File: src/rtl/rx_packet_parser_pkg.sv
// Shared definitions for the Q-table receive path: packet type codes, header layout,
// word offsets inside a packet and the parser state encoding.
package rx_packet_parser_pkg;

   localparam int WORD_WIDTH = 16;
   typedef logic [WORD_WIDTH-1:0] word_t;

   typedef enum logic [2:0] {
      PKT_HELLO  = 3'd0,
      PKT_DATA   = 3'd1,
      PKT_ACK    = 3'd2,
      PKT_JOIN   = 3'd3,
      PKT_LEAVE  = 3'd4,
      PKT_CH_ADV = 3'd5,
      PKT_ROUTE  = 3'd6,
      PKT_RSVD   = 3'd7
   } pkt_type_e;

   // Word 0 layout: {type[2:0], rsvd[4:0], kch[7:0]}
   localparam int HDR_TYPE_MSB = 15;
   localparam int HDR_TYPE_LSB = 13;
   localparam int HDR_KCH_MSB  = 7;
   localparam int HDR_KCH_LSB  = 0;

   localparam word_t OFF_SRC     = 16'd1;
   localparam word_t OFF_HOPS    = 16'd2;
   localparam word_t OFF_CLUSTER = 16'd3;
   localparam word_t OFF_ENERGY  = 16'd4;
   localparam word_t OFF_QVALUE  = 16'd5;
   localparam word_t OFF_KCH     = 16'd6;

   typedef enum logic [2:0] {
      S_IDLE, S_HDR, S_FIELDS, S_KCH, S_CHECK, S_DISPATCH, S_WAIT, S_DROP
   } state_e;

endpackage

File: src/rtl/rx_kch_buffer.sv
// knownCH register file: synchronous write, combinational read that returns zero
// for any index at or beyond the current entry count.
module rx_kch_buffer
   import rx_packet_parser_pkg::*;
#(
   parameter int DEPTH = 8,
   parameter int AW    = (DEPTH > 1) ? $clog2(DEPTH) : 1
) (
   input  logic          clk,
   input  logic          wr_en,
   input  logic [AW-1:0] wr_addr,
   input  word_t         wr_data,
   input  word_t         rd_sel,
   input  word_t         count,
   output word_t         rd_data
);

   word_t mem [DEPTH];

   always_ff @(posedge clk) begin
      if (wr_en) mem[wr_addr] <= wr_data;
   end

   // Count of a dropped oversize packet may exceed DEPTH, so bound by both.
   assign rd_data = (rd_sel < count && rd_sel < word_t'(DEPTH)) ? mem[rd_sel[AW-1:0]] : '0;

endmodule

File: src/rtl/rx_packet_parser.sv
// Receive packet parser feeding the Q-table updater. Define RX_CHECKSUM_EN to expect
// a trailing XOR checksum word on every packet.
module rx_packet_parser
   import rx_packet_parser_pkg::*;
#(
   parameter int         MAX_KCH     = 8,
   parameter logic [7:0] ACCEPT_MASK = 8'hFF
) (
   input  logic        clk,
   input  logic        nrst,
   input  logic [15:0] own_id,
   input  logic [15:0] in_data,
   input  logic        in_valid,
   input  logic        in_last,
   output logic        in_ready,
   output logic        en,
   output logic [2:0]  fPacketType,
   output logic [15:0] fSourceID,
   output logic [15:0] fSourceHops,
   output logic [15:0] fClusterID,
   output logic [15:0] fEnergyLeft,
   output logic [15:0] fQValue,
   output logic [15:0] fKnownCHCount,
   input  logic [15:0] kch_sel,
   output logic [15:0] fKnownCH,
   input  logic        upd_done,
   output logic        busy,
   output logic [7:0]  pkt_cnt,
   output logic [7:0]  drop_cnt
);

   localparam int KAW = (MAX_KCH > 1) ? $clog2(MAX_KCH) : 1;

   state_e     state, state_nx;
   word_t      w_idx, kch_q, last_idx, hdr_kch;
   logic [2:0] type_q;
   logic       accept, is_final, kch_wr, csum_bad, drop_inc, pkt_inc;
   logic [KAW-1:0] kch_addr;

   assign accept  = in_valid & in_ready;
   assign hdr_kch = word_t'(in_data[HDR_KCH_MSB:HDR_KCH_LSB]);

`ifdef RX_CHECKSUM_EN
   localparam word_t CS_WORDS = 16'd1;
   word_t csum;
   // Accumulating the checksum word too leaves zero for an intact packet.
   always_ff @(posedge clk) begin
      if (!nrst)       csum <= '0;
      else if (accept) csum <= (state == S_IDLE) ? in_data : (csum ^ in_data);
   end
   assign csum_bad = (csum != '0);
`else
   localparam word_t CS_WORDS = 16'd0;
   assign csum_bad = 1'b0;
`endif

   assign last_idx = kch_q + OFF_QVALUE + CS_WORDS;
   assign is_final = (w_idx == last_idx);
   assign kch_wr   = accept && (state == S_KCH) && (w_idx < kch_q + OFF_KCH);
   assign kch_addr = KAW'(w_idx - OFF_KCH);

   always_comb begin
      state_nx = state;
      in_ready = 1'b0;
      en       = 1'b0;
      drop_inc = 1'b0;
      pkt_inc  = 1'b0;
      case (state)
         S_IDLE: begin
            in_ready = 1'b1;
            if (in_valid) begin
               if (hdr_kch > word_t'(MAX_KCH)) begin
                  state_nx = in_last ? S_IDLE : S_DROP;
                  drop_inc = in_last;
               end else if (in_last) begin
                  drop_inc = 1'b1;
               end else begin
                  state_nx = S_FIELDS;
               end
            end
         end
         S_FIELDS, S_KCH: begin
            in_ready = 1'b1;
            if (in_valid) begin
               if (in_last) begin
                  state_nx = is_final ? S_CHECK : S_IDLE;
                  drop_inc = !is_final;
               end else if (is_final) begin
                  state_nx = S_DROP;
               end else if (w_idx == OFF_QVALUE) begin
                  state_nx = S_KCH;
               end
            end
         end
         S_CHECK: begin
            if (fSourceID == own_id || !ACCEPT_MASK[type_q] || csum_bad) begin
               state_nx = S_IDLE;
               drop_inc = 1'b1;
            end else begin
               state_nx = S_DISPATCH;
            end
         end
         S_DISPATCH: begin
            en       = 1'b1;
            pkt_inc  = 1'b1;
            state_nx = S_WAIT;
         end
         S_WAIT:  if (upd_done) state_nx = S_IDLE;
         S_DROP: begin
            in_ready = 1'b1;
            if (in_valid && in_last) begin
               state_nx = S_IDLE;
               drop_inc = 1'b1;
            end
         end
         default: state_nx = S_IDLE;
      endcase
   end

   always_ff @(posedge clk) begin
      if (!nrst) begin
         state       <= S_IDLE;
         w_idx       <= '0;
         kch_q       <= '0;
         type_q      <= '0;
         fSourceID   <= '0;
         fSourceHops <= '0;
         fClusterID  <= '0;
         fEnergyLeft <= '0;
         fQValue     <= '0;
         pkt_cnt     <= '0;
         drop_cnt    <= '0;
      end else begin
         state <= state_nx;
         if (pkt_inc  && pkt_cnt  != 8'hFF) pkt_cnt  <= pkt_cnt + 8'd1;
         if (drop_inc && drop_cnt != 8'hFF) drop_cnt <= drop_cnt + 8'd1;
         if (accept) begin
            if (state == S_IDLE) begin
               type_q <= in_data[HDR_TYPE_MSB:HDR_TYPE_LSB];
               kch_q  <= hdr_kch;
               w_idx  <= OFF_SRC;
            end else begin
               w_idx <= w_idx + 16'd1;
               if (state == S_FIELDS) begin
                  case (w_idx)
                     OFF_SRC:     fSourceID   <= in_data;
                     OFF_HOPS:    fSourceHops <= in_data;
                     OFF_CLUSTER: fClusterID  <= in_data;
                     OFF_ENERGY:  fEnergyLeft <= in_data;
                     OFF_QVALUE:  fQValue     <= in_data;
                     default: ;
                  endcase
               end
            end
         end
      end
   end

   assign fPacketType   = type_q;
   assign fKnownCHCount = kch_q;
   assign busy          = (state != S_IDLE);

   rx_kch_buffer #(.DEPTH(MAX_KCH), .AW(KAW)) u_kch_buffer (
      .clk     (clk),
      .wr_en   (kch_wr),
      .wr_addr (kch_addr),
      .wr_data (in_data),
      .rd_sel  (kch_sel),
      .count   (kch_q),
      .rd_data (fKnownCH)
   );

endmodule

File: config.mk
export PLATFORM = sky130hd
export DESIGN_NAME = rx_packet_parser
export DESIGN_NICKNAME = d
export VERILOG_FILES = /design/src/rtl/rx_packet_parser_pkg.sv /design/src/rtl/rx_kch_buffer.sv /design/src/rtl/rx_packet_parser.sv
export SDC_FILE = /design/constraint.sdc
export NUM_CORES = 1
export LEC_CHECK = 0
export ABC_AREA = 1
export CAP_MARGIN = 20
export CORE_ASPECT_RATIO = 0.75
export CORE_MARGIN = 4
export CORE_UTILIZATION = 47
export CTS_CLUSTER_SIZE = 10
export DETAILED_ROUTE_END_ITERATION = 8
export HOLD_SLACK_MARGIN = 0.1
export PLACE_DENSITY = 0.71
export SYNTH_ARGS = -nofsm -noshare
export SYNTH_HDL_FRONTEND = slang
export SYNTH_HIERARCHICAL = 1
export SYNTH_SLANG_ARGS = --single-unit
File: constraint.sdc
create_clock -name clk -period 3.34 [get_ports clk]
set_clock_uncertainty 0.1 [all_clocks]
set_input_delay 0.668 -clock clk [delete_from_list [all_inputs] [get_ports clk]]
set_output_delay 0.668 -clock clk [all_outputs]
set_load 0.01 [all_outputs]
After elaboration in Yosys (flattened, before gate mapping). Memory sizes are Yosys's and may differ from the RTL's. A register that Yosys moved wholly into a read port is not among the register bits. Cells that the tools add are included.

Flip-flop bits (word level): 126. Memory bits (writable): 128. Bits in read-only memories: 8. Output and inout bits: 134. Memories: 2.

Add/sub/neg operators: 6. Magnitude comparators: 5. Eq/ne operators: 21. Multiplexer cells: 30. Bitwise logic cells: 2. Reductions and logical operators: 20.

Memory list: u_kch_buffer.mem (words 8, width 16, read ports 1, clocked after Yosys merged registers in 0, wr ports 1, RTL line rx_kch_buffer.sv:18) `word_t mem [DEPTH];`; (name not given) (words 8, width 1, read ports 1, clocked after Yosys merged registers in 1, wr ports 0, RTL line rx_packet_parser.sv:96) `if (fSourceID == own_id || !ACCEPT_MASK[type_q] || csum_bad) begin`.

Operators with widths (count): 3-bit two-way mux (14); 16-bit by 2-bit equality test with 1-bit output (second input constant) (2); 16-bit by 3-bit equality test with 1-bit output (second input constant) (2); 16-bit two-way mux (2); 4-bit AND reduction (5); 8-bit by 3-bit adder with 9-bit output (second input constant) (2); 3-bit case mux with 6 select lines (1); 16-bit by 1-bit adder with 16-bit output (second input constant) (1); 8-bit by 1-bit adder with 8-bit output (second input constant) (2); 16-bit by 1-bit equality test with 1-bit output (second input constant) (1); 16-bit equality test (1); 16-bit by 9-bit equality test with 1-bit output (1); 16-bit by 4-bit < comparator with 1-bit output (second input constant) (1); 16-bit by 8-bit < comparator with 1-bit output (1); 16-bit by 9-bit < comparator with 1-bit output (1); 8-bit != test (second input constant) (2); 3-bit equality test (second input constant) (4); 1-bit two-way mux (12); 8-bit by 4-bit greater-than comparator with 1-bit output (second input constant) (1); 2-bit != test (second input constant) (4); 3-bit by 2-bit equality test with 1-bit output (second input constant) (2); 1-bit logical AND (6); 6-bit AND reduction (1); 3-bit by 4-bit < comparator with 1-bit output (second input constant) (1); 13 further kinds (14).

Logic depth before layout (Yosys ltp). Gate-level depths: netlist of the first run.

Depth after elaboration: 8. Mapped depth: 16.

Modules after synthesis. The synthesis of the first run kept the hierarchy.

By module, submodules not included: rx_packet_parser (instances 1, cells an instance 799, area an instance 6209.7 um2, sequential area each 2522.4 um2); rx_kch_buffer (instances 1, cells an instance 461, area an instance 5477.8 um2, sequential area each 3843.7 um2).

Worst setup path before layout of the first run. OpenSTA, ideal clock, no wires.

Path kind: flip-flop to flip-flop. Start: register kch_q[1], in the netlist fKnownCHCount[1]. End: memory u_kch_buffer/mem[1][0] (netlist name) (enable). Library setup time: 388 ps. Data arrival time: 2666 ps. Slack: 185 ps. Stages on the path, launching flop included: 13. Cell sequence: dfxtp_1 > inv_1 > ha_1 > nor3_1 > xor2_1 > ha_1 > nand2_1 > inv_1 > nand4_1 > o211ai_1 > a31oi_1 > nand2_1 > nor2_1.

Longest elaborated chain between the ends: 5.

Ends and longest elaborated chain: start: declaration (RTL line rx_packet_parser.sv:35) `word_t w_idx, kch_q, last_idx, hdr_kch;`; start signal: assignment (RTL line rx_packet_parser.sv:140) `kch_q <= hdr_kch;`; 8-bit by 3-bit adder with 9-bit output (RTL line rx_packet_parser.sv:59) `assign kch_wr = accept && (state == S_KCH) && (w_idx < kch_q + OFF_KCH);`; 16-bit by 9-bit < comparator with 1-bit output (RTL line rx_packet_parser.sv:59); 1-bit logical AND (RTL line rx_packet_parser.sv:59); named net kch_wr (RTL line rx_packet_parser.sv:37) `logic accept, is_final, kch_wr, csum_bad, drop_inc, pkt_inc;`; 1-bit two-way mux (RTL line rx_kch_buffer.sv:21) `if (wr_en) mem[wr_addr] <= wr_data;`; 1-bit two-way mux (implied by the code) (RTL line rx_kch_buffer.sv:21); end: declaration (RTL line rx_kch_buffer.sv:18).

The timed path passes the listed nets, and every way through them passes these cells.

Worst setup path in the final report of the first run.
Start: input port kch_sel[0]. End: output port fKnownCH[3].

Longest elaborated chain between the ends: 3. Elaborated cells on any way between the ends: 5.

Ends and longest elaborated chain: start: declaration (RTL line rx_packet_parser.sv:24) `input logic [15:0] kch_sel,`; 16-bit by 8-bit < comparator with 1-bit output or 16-bit by 4-bit < comparator with 1-bit output (tied branches) (RTL line rx_kch_buffer.sv:25) `assign rd_data = (rd_sel < count && rd_sel < word_t'(DEPTH)) ? mem[rd_sel[AW-1:0]] : '0;`; 1-bit logical AND (RTL line rx_kch_buffer.sv:25); 16-bit two-way mux * (RTL line rx_kch_buffer.sv:25); end: declaration (RTL line rx_packet_parser.sv:25) `output logic [15:0] fKnownCH,`.

Mark *: on every way between the ends. The rest lies on a longest branch, timed or not.

==> flow_summary.yaml, run 1 <==
power_and_ir_drop:
  powerDensity_nw_per_um2: 516
  power.leakage_nw: 5.58
  vdd_drop_max_mv: 0.386
  finalPower_mw: 7.76
layout:
  multi_input_area_um2: 4610
  diodes: 0
  areaGrowthSynthToFinish_pct: 28.7
  seqCellArea_um2: 6370
  n_fill_cell: 1973
  drive_gt1_frac: 0.119
  layout.nets: 1570
  final_util: 0.621
  final_cell_area_um2: 15000
  finalNonFillerCells: 1830
setup_path:
  r2r_start: "fKnownCHCount[4]"
  crit_end: "fKnownCH[3]"
  worst_setup_path_startpoint: "kch_sel[0]"
  required_ns: 2.57
  worstReg2RegEnd: "u_kch_buffer/mem[0][3]"
  critPathMaxFanout: 18
  startpoint_type: "primary input"
  arrival_ns: 2.48
  rr_worst_depth: 12
  reg2reg_slack_ns: 0.36
  end_kind: "output port"
  critical_path_class: "in -> out"
route:
  drt.antenna.violating_nets: 0
  drtPass1Iterations: 6
  totalWireLength_um: 33600
  viasPerCell: 5.32
  vias: 9731
  post_drt_wl_per_cell_um: 18.3
  drc: 0
  first_iter_violations: 864
synthesis:
  synth_ff_type: "edfxtp_1"
  synthCells: 1260
  syn_area_per_cell_um2: 9.28
  async_flop_share: 0
  synth_compound_area_frac: 0.162
  synth_fa_ha_area_frac: 0.0364
  synthDistinctLibCells: 47
  ys_warn_count: 6
  mappedNetlistArea_um2: 11700
  muxShareOfSynthArea: 0
  yosys_register_bits: 254
  synth-seq-area-share: 0.545
  synth_simple_gate_area_frac: 0.163
  synth_edf_count: 128
  synth_top_family_by_area: "simple AND/OR/NAND/NOR gates"
  synthXorXnorAreaFrac: 0.0217
floorplan:
  pin_count: 187
  die_h_um: 145
  std_cell_rows: 49
  dieArea_um2: 27500
  die_x_um: 190
  initial_core_util: 0.483
  core_area_um2: 24200
clock_network:
  cts_buffers: 29
  cts_buffer_depth: 3
  h-tree-depth: 1
  worstSkewPairLatency_ns: 0.53
  clkTransAtPathRegs_ns: 0.05
  cts_setup_buffers: 0
  clkSinkCount: 254
  cts_tree: "built"
  root_buffer: "clkbuf_16"
sta:
  max_freq_mhz: 308
  tightestPinTransition_ns: 0.613
  drv_slew: 0
  period_needed_ns: 3.24
  relSlewSlack: 0.590
  fin_setup_tns_ns: 0
  setup_slack_ns: 0.0961
  rsz0062_at_grt: "false"
  hold_slack_ns: 0.346
  finalCritPeriodShare: 0.971
  hold_violations: 0
  setup_violations: 0
global_route:
  grt_max_degree: 51
  antenna_found_initial: 0
  grt_overflow_total: 0
  grt_pass1_vias: 9017
  grt_pass1_wl_um: 51100
  grt.total_usage: 0.237
placement:
  gp_congestion: 0.886
  io_buffers: 178
  dpl.cell_count: 1780
  placed_cell_area_um2: 14100
  dp_slack_ns: -0.506
  hpwl_um: 23600
run_status:
  status: "completed"
run:
  maxCapViolations: 0
hold_path:
  hold_class: "reg -> reg"
## report_power, final
part | leakage, nW | switching, mW | total (mW) | internal (mW)
Sequential | 2.17 | 0.122 | 3.48 | 3.36
Combinational | 3.03 | 0.929 | 1.52 | 0.592
Clock | 0.385 | 1.17 | 2.76 | 1.60
Total | 5.58 | 2.22 | 7.76 | 5.55
## cell families after synthesis
kind of cell	count (synthesis)
AND/OR/NAND/NOR	434
AO/OA/AOI/OAI	318
flip-flops	254
buffers and inverters	190
adder cells (fa/ha/maj)	34
XOR/XNOR	29
other	1
## worst min path at each step
| stage | start | endpoint | slack, ns | depth (start not counted) |
|---|---|---|---|---|
| after floorplan | w_idx[14] | w_idx[14] | 0.36 | 2 |
| after global placement | fEnergyLeft[12] | fEnergyLeft[12] | 0.33 | 2 |
| after detailed placement | fEnergyLeft[6] | fEnergyLeft[6] | 0.34 | 2 |
| after CTS | fEnergyLeft[6] | fEnergyLeft[6] | 0.35 | 2 |
| after global routing | fEnergyLeft[7] | fEnergyLeft[7] | 0.38 | 2 |
| final | fEnergyLeft[6] | fEnergyLeft[6] | 0.35 | 2 |
## area by class of cell
type                    count  area share
clock inverters             2     0.00116
repair buffers            241       0.158
multi-input cells         832       0.306
well taps                 331      0.0275
flip-flops and latches    254       0.423
clock buffers              45      0.0522
inverters                 125      0.0312
## state kept, by name (all words and copies together), names as in the netlist
name,cells
w_idx,16
fSourceHops,16
fSourceID,16
fClusterID,16
fPacketType,3
fQValue,16
fEnergyLeft,16
drop_cnt,8
u_kch_buffer/mem,128
fKnownCHCount,8
pkt_cnt,8
state,3
## metal layers
| layer | up-vias | wire length (um) | GRT usage |
|---|---|---|---|
| met1 | 4588 | 15000 | 0.337 |
| met3 | 33 | 3120 | 0.0565 |
| met5 | - | 0 | 0 |
| met4 | 0 | 458 | 0.0358 |
| met2 | 359 | 15000 | 0.380 |
| li1 | 4751 | - | - |
## Yosys cell counts (2+ instances only)
library cell,instances,area share
nand4_1,17,0.0091
inv_2,8,0.0026
xor2_1,13,0.0097
nor3b_4,2,0.0032
a21oi_2,11,0.0082
a211oi_2,17,0.018
nand3b_1,2,0.0013
buf_2,17,0.0073
o211ai_1,19,0.012
inv_1,117,0.038
edfxtp_1,128,0.33
nor4_1,3,0.0016
clkbuf_2,3,0.0013
nand2_2,3,0.0016
a21oi_1,86,0.037
nand2_4,2,0.0019
clkbuf_1,23,0.0074
nand2_1,143,0.046
o22ai_1,17,0.0091
buf_4,16,0.010
o21ai_0,106,0.045
nand3_1,39,0.017
xnor2_1,16,0.012
buf_6,6,0.0058
nor2_1,199,0.064
dfxtp_1,126,0.22
o21ai_1,40,0.017
a211oi_1,15,0.0096
nor3_2,5,0.0043
ha_1,34,0.036
nor3_1,11,0.0047
## worst max-delay path: stages
cell and delay [ns]:
clkdlybuf4s50_1 0.45, buf_4 0.19, inv_2 0.09, buf_12 0.16, buf_4 0.14, o21ai_0 0.14
o211ai_1 0.14, o21ai_2 0.13, nor2_1 0.07, dlygate4sd2_1 0.28
## placed cells by master (no fill, tap or decap), drive strengths merged
master	synthesis	final
nor2	202	202
clkdlybuf4s50	0	155
nand2	148	149
o21ai	147	147
edfxtp	128	128
dfxtp	126	126
inv	125	126
a21oi	97	97
buf	39	63
clkbuf	26	54
nand3	40	40
ha	34	34
a211oi	32	32
o211ai	19	19
nand4	17	17
o22ai	17	17
nor3	17	17
xnor2	16	16
conb	1	16
xor2	13	13
clkdlybuf4s15	0	7
dlymetal6s2s	0	4
nor4	4	4
nor3b	3	3
dlygate4sd2	0	3
nand3b	2	2
a31oi	1	1
or2	1	1
o21bai	1	1
a32o	1	1
o2111ai	1	1
o21a	1	1
a221oi	1	1
clkinv	0	1
## what timing repair did
item,in CTS,in global routing
gates cloned,1,1
hold buffers,0,0
pin swaps,3,5
setup endpoints to repair,16,16
resized for setup,39,30
Note: power is estimated with default switching activity, not from simulation.
==> inputs of run 2 (changes only) <==
- DONT_BUFFER_PORTS: default -> 1
- PLACE_DENSITY: 0.71 -> default
==> run 2 against run 1 <==
  * Combinational power is 17% lower
  * Sequential share of layout area is 5.9 points higher
  * Final cell count fell by 10%
  * Critical path type is now reg -> out
  * Largest power group unchanged
==> flow_summary.yaml, run 2 (synthesis results as in run 1) <==
floorplan:
  initial_core_util: 0.483
  die_x_um: 190
  dieArea_um2: 27500
  die_h_um: 145
  core_area_um2: 24200
  pin_count: 187
  std_cell_rows: 49
global_route:
  grt.total_usage: 0.229
  antenna_found_initial: 1
  grt_overflow_total: 0
  grt_max_degree: 66
  grt_pass1_wl_um: 49100
  grt_pass1_vias: 8244
sta:
  hold_violations: 0
  finalCritPeriodShare: 0.960
  period_needed_ns: 3.20
  setup_violations: 0
  fin_setup_tns_ns: 0
  drv_slew: 0
  rsz0062_at_grt: "false"
  max_freq_mhz: 312
  relSlewSlack: 0.491
  tightestPinTransition_ns: 0.761
setup_path:
  critical_path_class: "reg -> out"
  startpoint_type: "register"
  end_kind: "output port"
  rr_worst_depth: 13
  path_depth: 11
  critPathBufInv: 3
  arrival_ns: 2.44
  cp_top_family: "simple AND/OR/NAND/NOR gates"
  max_stage_delay_ns: 0.32
  critPathMaxFanout: 8
  required_ns: 2.57
  critPathSlowestCell: "dfxtp_1"
  path_cells: "buf_4, inv_1, ha_1, a21oi_2, nor2_1, nor3_2, nand2_2, nand2_4, buf_12, nand2_8, nor2_4"
clock_network:
  cts_buffer_depth: 3
  worstSkewPairLatency_ns: 0.55
  clkTransAtPathRegs_ns: 0.06
  root_buffer: "clkbuf_16"
  clkSinkCount: 254
  h-tree-depth: 1
  cts_tree: "built"
  cts_buffers: 29
placement:
  hpwl_um: 21900
  gp_congestion: 0.879
  dpl.cell_count: 1567
  io_buffers: 0
power_and_ir_drop:
  powerDensity_nw_per_um2: 571
  vdd_drop_max_mv: 0.380
  power.leakage_nw: 4.80
layout:
  layout_common_cells: "nor2_1 (185), nand2_1 (141), edfxtp_1 (128)"
  largest_reg_flops: 128
  areaGrowthSynthToFinish_pct: 12.9
  mostFrequentLayoutCell: "nor2_1"
  n_fill_cell: 2170
  drive_gt1_frac: 0.103
  layout.nets: 1380
  top_register: "u_kch_buffer/mem"
  diodes: 0
  finalNonFillerCells: 1640
route:
  post_drt_wl_per_cell_um: 20.2
  drt.antenna.violating_nets: 0
  viasPerCell: 5.45
  first_iter_violations: 856
  drc: 0
  vias: 8933
  drtPass1Iterations: 5
  totalWireLength_um: 33100
hold_path:
  hold_class: "in -> reg"
  min_path_cells: 0
run_status:
  status: "completed"
run:
  maxCapViolations: 0
run 2: cell count changes in the layout (fill, tap and decap cells not counted), moves of 2 or more:
cell,delta
nor2_4,+7
dlymetal6s2s_1,-4
clkbuf_2,-8
clkdlybuf4s15_2,-5
nor2_1,-8
clkdlybuf4s50_1,-155
dlygate4sd3_1,+24
dlygate4sd2_1,-3
o21ai_0,+2
clkdlybuf4s15_1,-2
buf_4,-26
buf_12,-9
run 2: worst reg2reg max path: cells and delay by family, from the launching register on:
kind / cells / cell delay [ns]
simple gates: 5 / 0.73
compound gates: 2 / 0.32
xor+xnor: 1 / 0.18
flops: 1 / 0.32
buf+inv: 3 / 0.42
fa+ha+maj: 2 / 0.52
run 2: repair_timing:
action	CTS	global route
endpoints found under the hold margin	52	14
resized for setup	2	29
cloned	0	1
buffers inserted	0	1
endpoints found under the setup margin	16	16
hold buffers	18	6
pin swaps	0	4
run 2: layout make-up:
type / instances / area [um2] / share of cell area
Clock inverter: 1 / 20.0 / 0.00152
Tap cell: 331 / 414 / 0.0314
Inverter: 125 / 469 / 0.0356
Sequential cell: 254 / 6370 / 0.482
Multi-Input combinational cell: 832 / 4660 / 0.353
Timing Repair Buffer: 51 / 468 / 0.0355
Clock buffer: 46 / 800 / 0.0606
run 2: worst paths after layout:
check | slack, ns | to | start
max reg2reg | 0.41 | u_kch_buffer/mem[2][0] | fKnownCHCount[2]
min reg2reg | 0.38 | w_idx[14] | w_idx[14]
max | 0.14 | fKnownCH[7] | fKnownCHCount[5]
min | 0.11 | u_kch_buffer/mem[2][14] | in_data[14]
run 2: report_power, final:
part | internal [mW] | switching [mW] | total, mW
registers | 3.36 | 0.109 | 3.47
logic | 0.402 | 0.856 | 1.26
clock network | 1.62 | 1.19 | 2.81
run 2: metal layers:
layer  part of all wire  global-route usage  wire length [um]
met1               0.46               0.335             15300
met4              0.015              0.0457               492
met3               0.10              0.0719              3410
met2               0.42               0.339             13900
met5                  0                   0                 0
run 2: through the flow:
step                total power, mW  worst slack [ns]  hold WS, ns  area (um2)  utilization
CTS                            7.55            0.0459        0.100       13000        0.537
floorplan                      4.43             0.185        0.359       11700            -
detailed placement             4.72             0.358        0.379       12000        0.495
global placement               4.70             0.388        0.374       12000        0.495
finish                         7.53             0.135        0.115       13200        0.545
global route                   7.87            0.0337       0.0992       13200        0.545
==> inputs of run 3 (changes only) <==
- CORE_UTILIZATION: 47 -> 64
- PLACE_DENSITY: default -> 0.8
- SKIP_CTS_REPAIR_TIMING: default -> 1
==> run 3 against run 2 <==
  * Cell area is 3.1% lower
  * Register-to-register slack hardly changed
  * Clock power hardly changed
  * Utilization is 17 points higher
  * Critical path depth is 2 lower
  * Power hardly changed
  * Final cell count is 6.8% lower
  * Sequential share of layout area is 1.6 points higher
  * Combinational power is 4% lower
  * Largest cell class unchanged
  * Global-route usage is 6.4 points higher
==> flow_summary.yaml, run 3 (synthesis results as in run 1) <==
sta:
  tightestPinTransition_ns: 1.06
  period_needed_ns: 3.20
  drv_slew: 0
  finalCritPeriodShare: 0.957
  hold_violations: 0
  setup_violations: 0
  rsz0062_at_grt: "false"
  max_freq_mhz: 313
  fin_setup_tns_ns: 0
  relSlewSlack: 0.291
global_route:
  grt_pass1_vias: 8497
  antenna_found_initial: 0
  grt_max_degree: 66
  grt_overflow_total: 0
  grt_pass1_wl_um: 47400
  grt.total_usage: 0.293
floorplan:
  pin_count: 187
  initial_core_util: 0.658
  die_x_um: 164
  die_h_um: 125
  dieArea_um2: 20500
  core_area_um2: 17800
  std_cell_rows: 42
clock_network:
  clkSinkCount: 254
  cts_buffers: 29
  clkTransAtPathRegs_ns: 0.06
  cts_tree: "built"
  worstSkewPairLatency_ns: 0.55
  h-tree-depth: 1
  cts_buffer_depth: 3
  root_buffer: "clkbuf_16"
setup_path:
  critPathMaxFanout: 16
  arrival_ns: 2.43
  path_cells: "inv_1, ha_1, nand2_1, nor2_1, nor3_1, nand2_1, nand2_1, nand2_4, nor2_1"
  startpoint_type: "register"
  max_stage_delay_ns: 0.55
  crit_top_cell: "nand2_1"
  required_ns: 2.57
  critical_path_class: "reg -> out"
  end_kind: "output port"
  reg2reg_slack_ns: 0.40
  critPathSlowestCell: "dfxtp_1"
layout:
  n_fill_cell: 1328
  mostFrequentLayoutCell: "nor2_1"
  layout.nets: 1356
  multi_input_area_um2: 4580
  drive_gt1_frac: 0.0979
  areaGrowthSynthToFinish_pct: 9.40
  top_register: "u_kch_buffer/mem"
  largest_reg_flops: 128
  seqCellArea_um2: 6370
  diodes: 0
  layout_common_cells: "nor2_1 (184), nand2_1 (143), edfxtp_1 (128)"
power_and_ir_drop:
  powerDensity_nw_per_um2: 589
  power.leakage_nw: 4.68
  finalPower_mw: 7.53
  vdd_drop_max_mv: 0.399
run:
  maxCapViolations: 0
placement:
  io_buffers: 0
  gp_congestion: 0.940
  hpwl_um: 20900
route:
  drt.antenna.violating_nets: 0
  first_iter_violations: 1122
  totalWireLength_um: 31000
  post_drt_wl_per_cell_um: 20.3
  viasPerCell: 6.03
  drtPass1Iterations: 5
  drc: 0
  vias: 9216
hold_path:
  hold_class: "in -> reg"
run_status:
  status: "completed"
[run 3: cell types whose count changed in the layout (fill, tap and decap cells not counted), moves of 3 or more]
| cell | previous run | this run |
|---|---|---|
| nor2_2 | 7 | 16 |
| dlygate4sd3_1 | 24 | 6 |
| buf_4 | 25 | 22 |
| nor2_4 | 9 | 1 |
[run 3: layer usage]
layer	GRT usage	vias to the layer above	part of all wire
met2	0.425	554	0.43
li1	-	4305	-
met5	0	-	0
met1	0.419	4290	0.41
met4	0.0784	0	0.025
met3	0.108	67	0.14
[run 3: per-stage QoR]
step	utilization	cells	setup WS (ns)	hold slack [ns]	area (um2)
2_1_floorplan	-	1275	0.185	0.359	11700
3_3_place_gp	0.667	1474	0.530	0.374	11800
3_5_place_dp	0.667	1474	0.493	0.376	11800
4_1_cts	0.714	1523	0.156	0.104	12700
5_1_grt	0.720	1529	0.0388	0.101	12800
6_report	0.720	1529	0.143	0.115	12800
[run 3: final cells by class]
type	instances	share of cell area
Multi-Input combinational cell	831	0.358
Sequential cell	254	0.498
Clock inverter	1	0.00157
Inverter	125	0.0367
Tap cell	242	0.0237
Timing Repair Buffer	28	0.0176
Clock buffer	48	0.0640
[run 3: path summary, 6_finish.rpt]
path,startpoint,end,cells after the start
setup / recovery,fKnownCHCount[7],fKnownCH[7],9
setup reg to reg,fKnownCHCount[2],u_kch_buffer/mem[1][3],13
hold reg to reg,w_idx[14],w_idx[14],2
hold / removal,in_data[6],u_kch_buffer/mem[5][6],0
[run 3: critical path, delay by kind of cell (launching register included)]
family | cells | cell delay [ns]
adder cells (fa/ha/maj) | 1 | 0.30
buffers and inverters | 1 | 0.11
AND/OR/NAND/NOR | 7 | 0.91
flip-flops | 1 | 0.55
[run 3: where the power goes]
part | switching (mW) | internal (mW)
Combinational | 0.827 | 0.381
Clock | 1.18 | 1.66
Sequential | 0.129 | 3.36
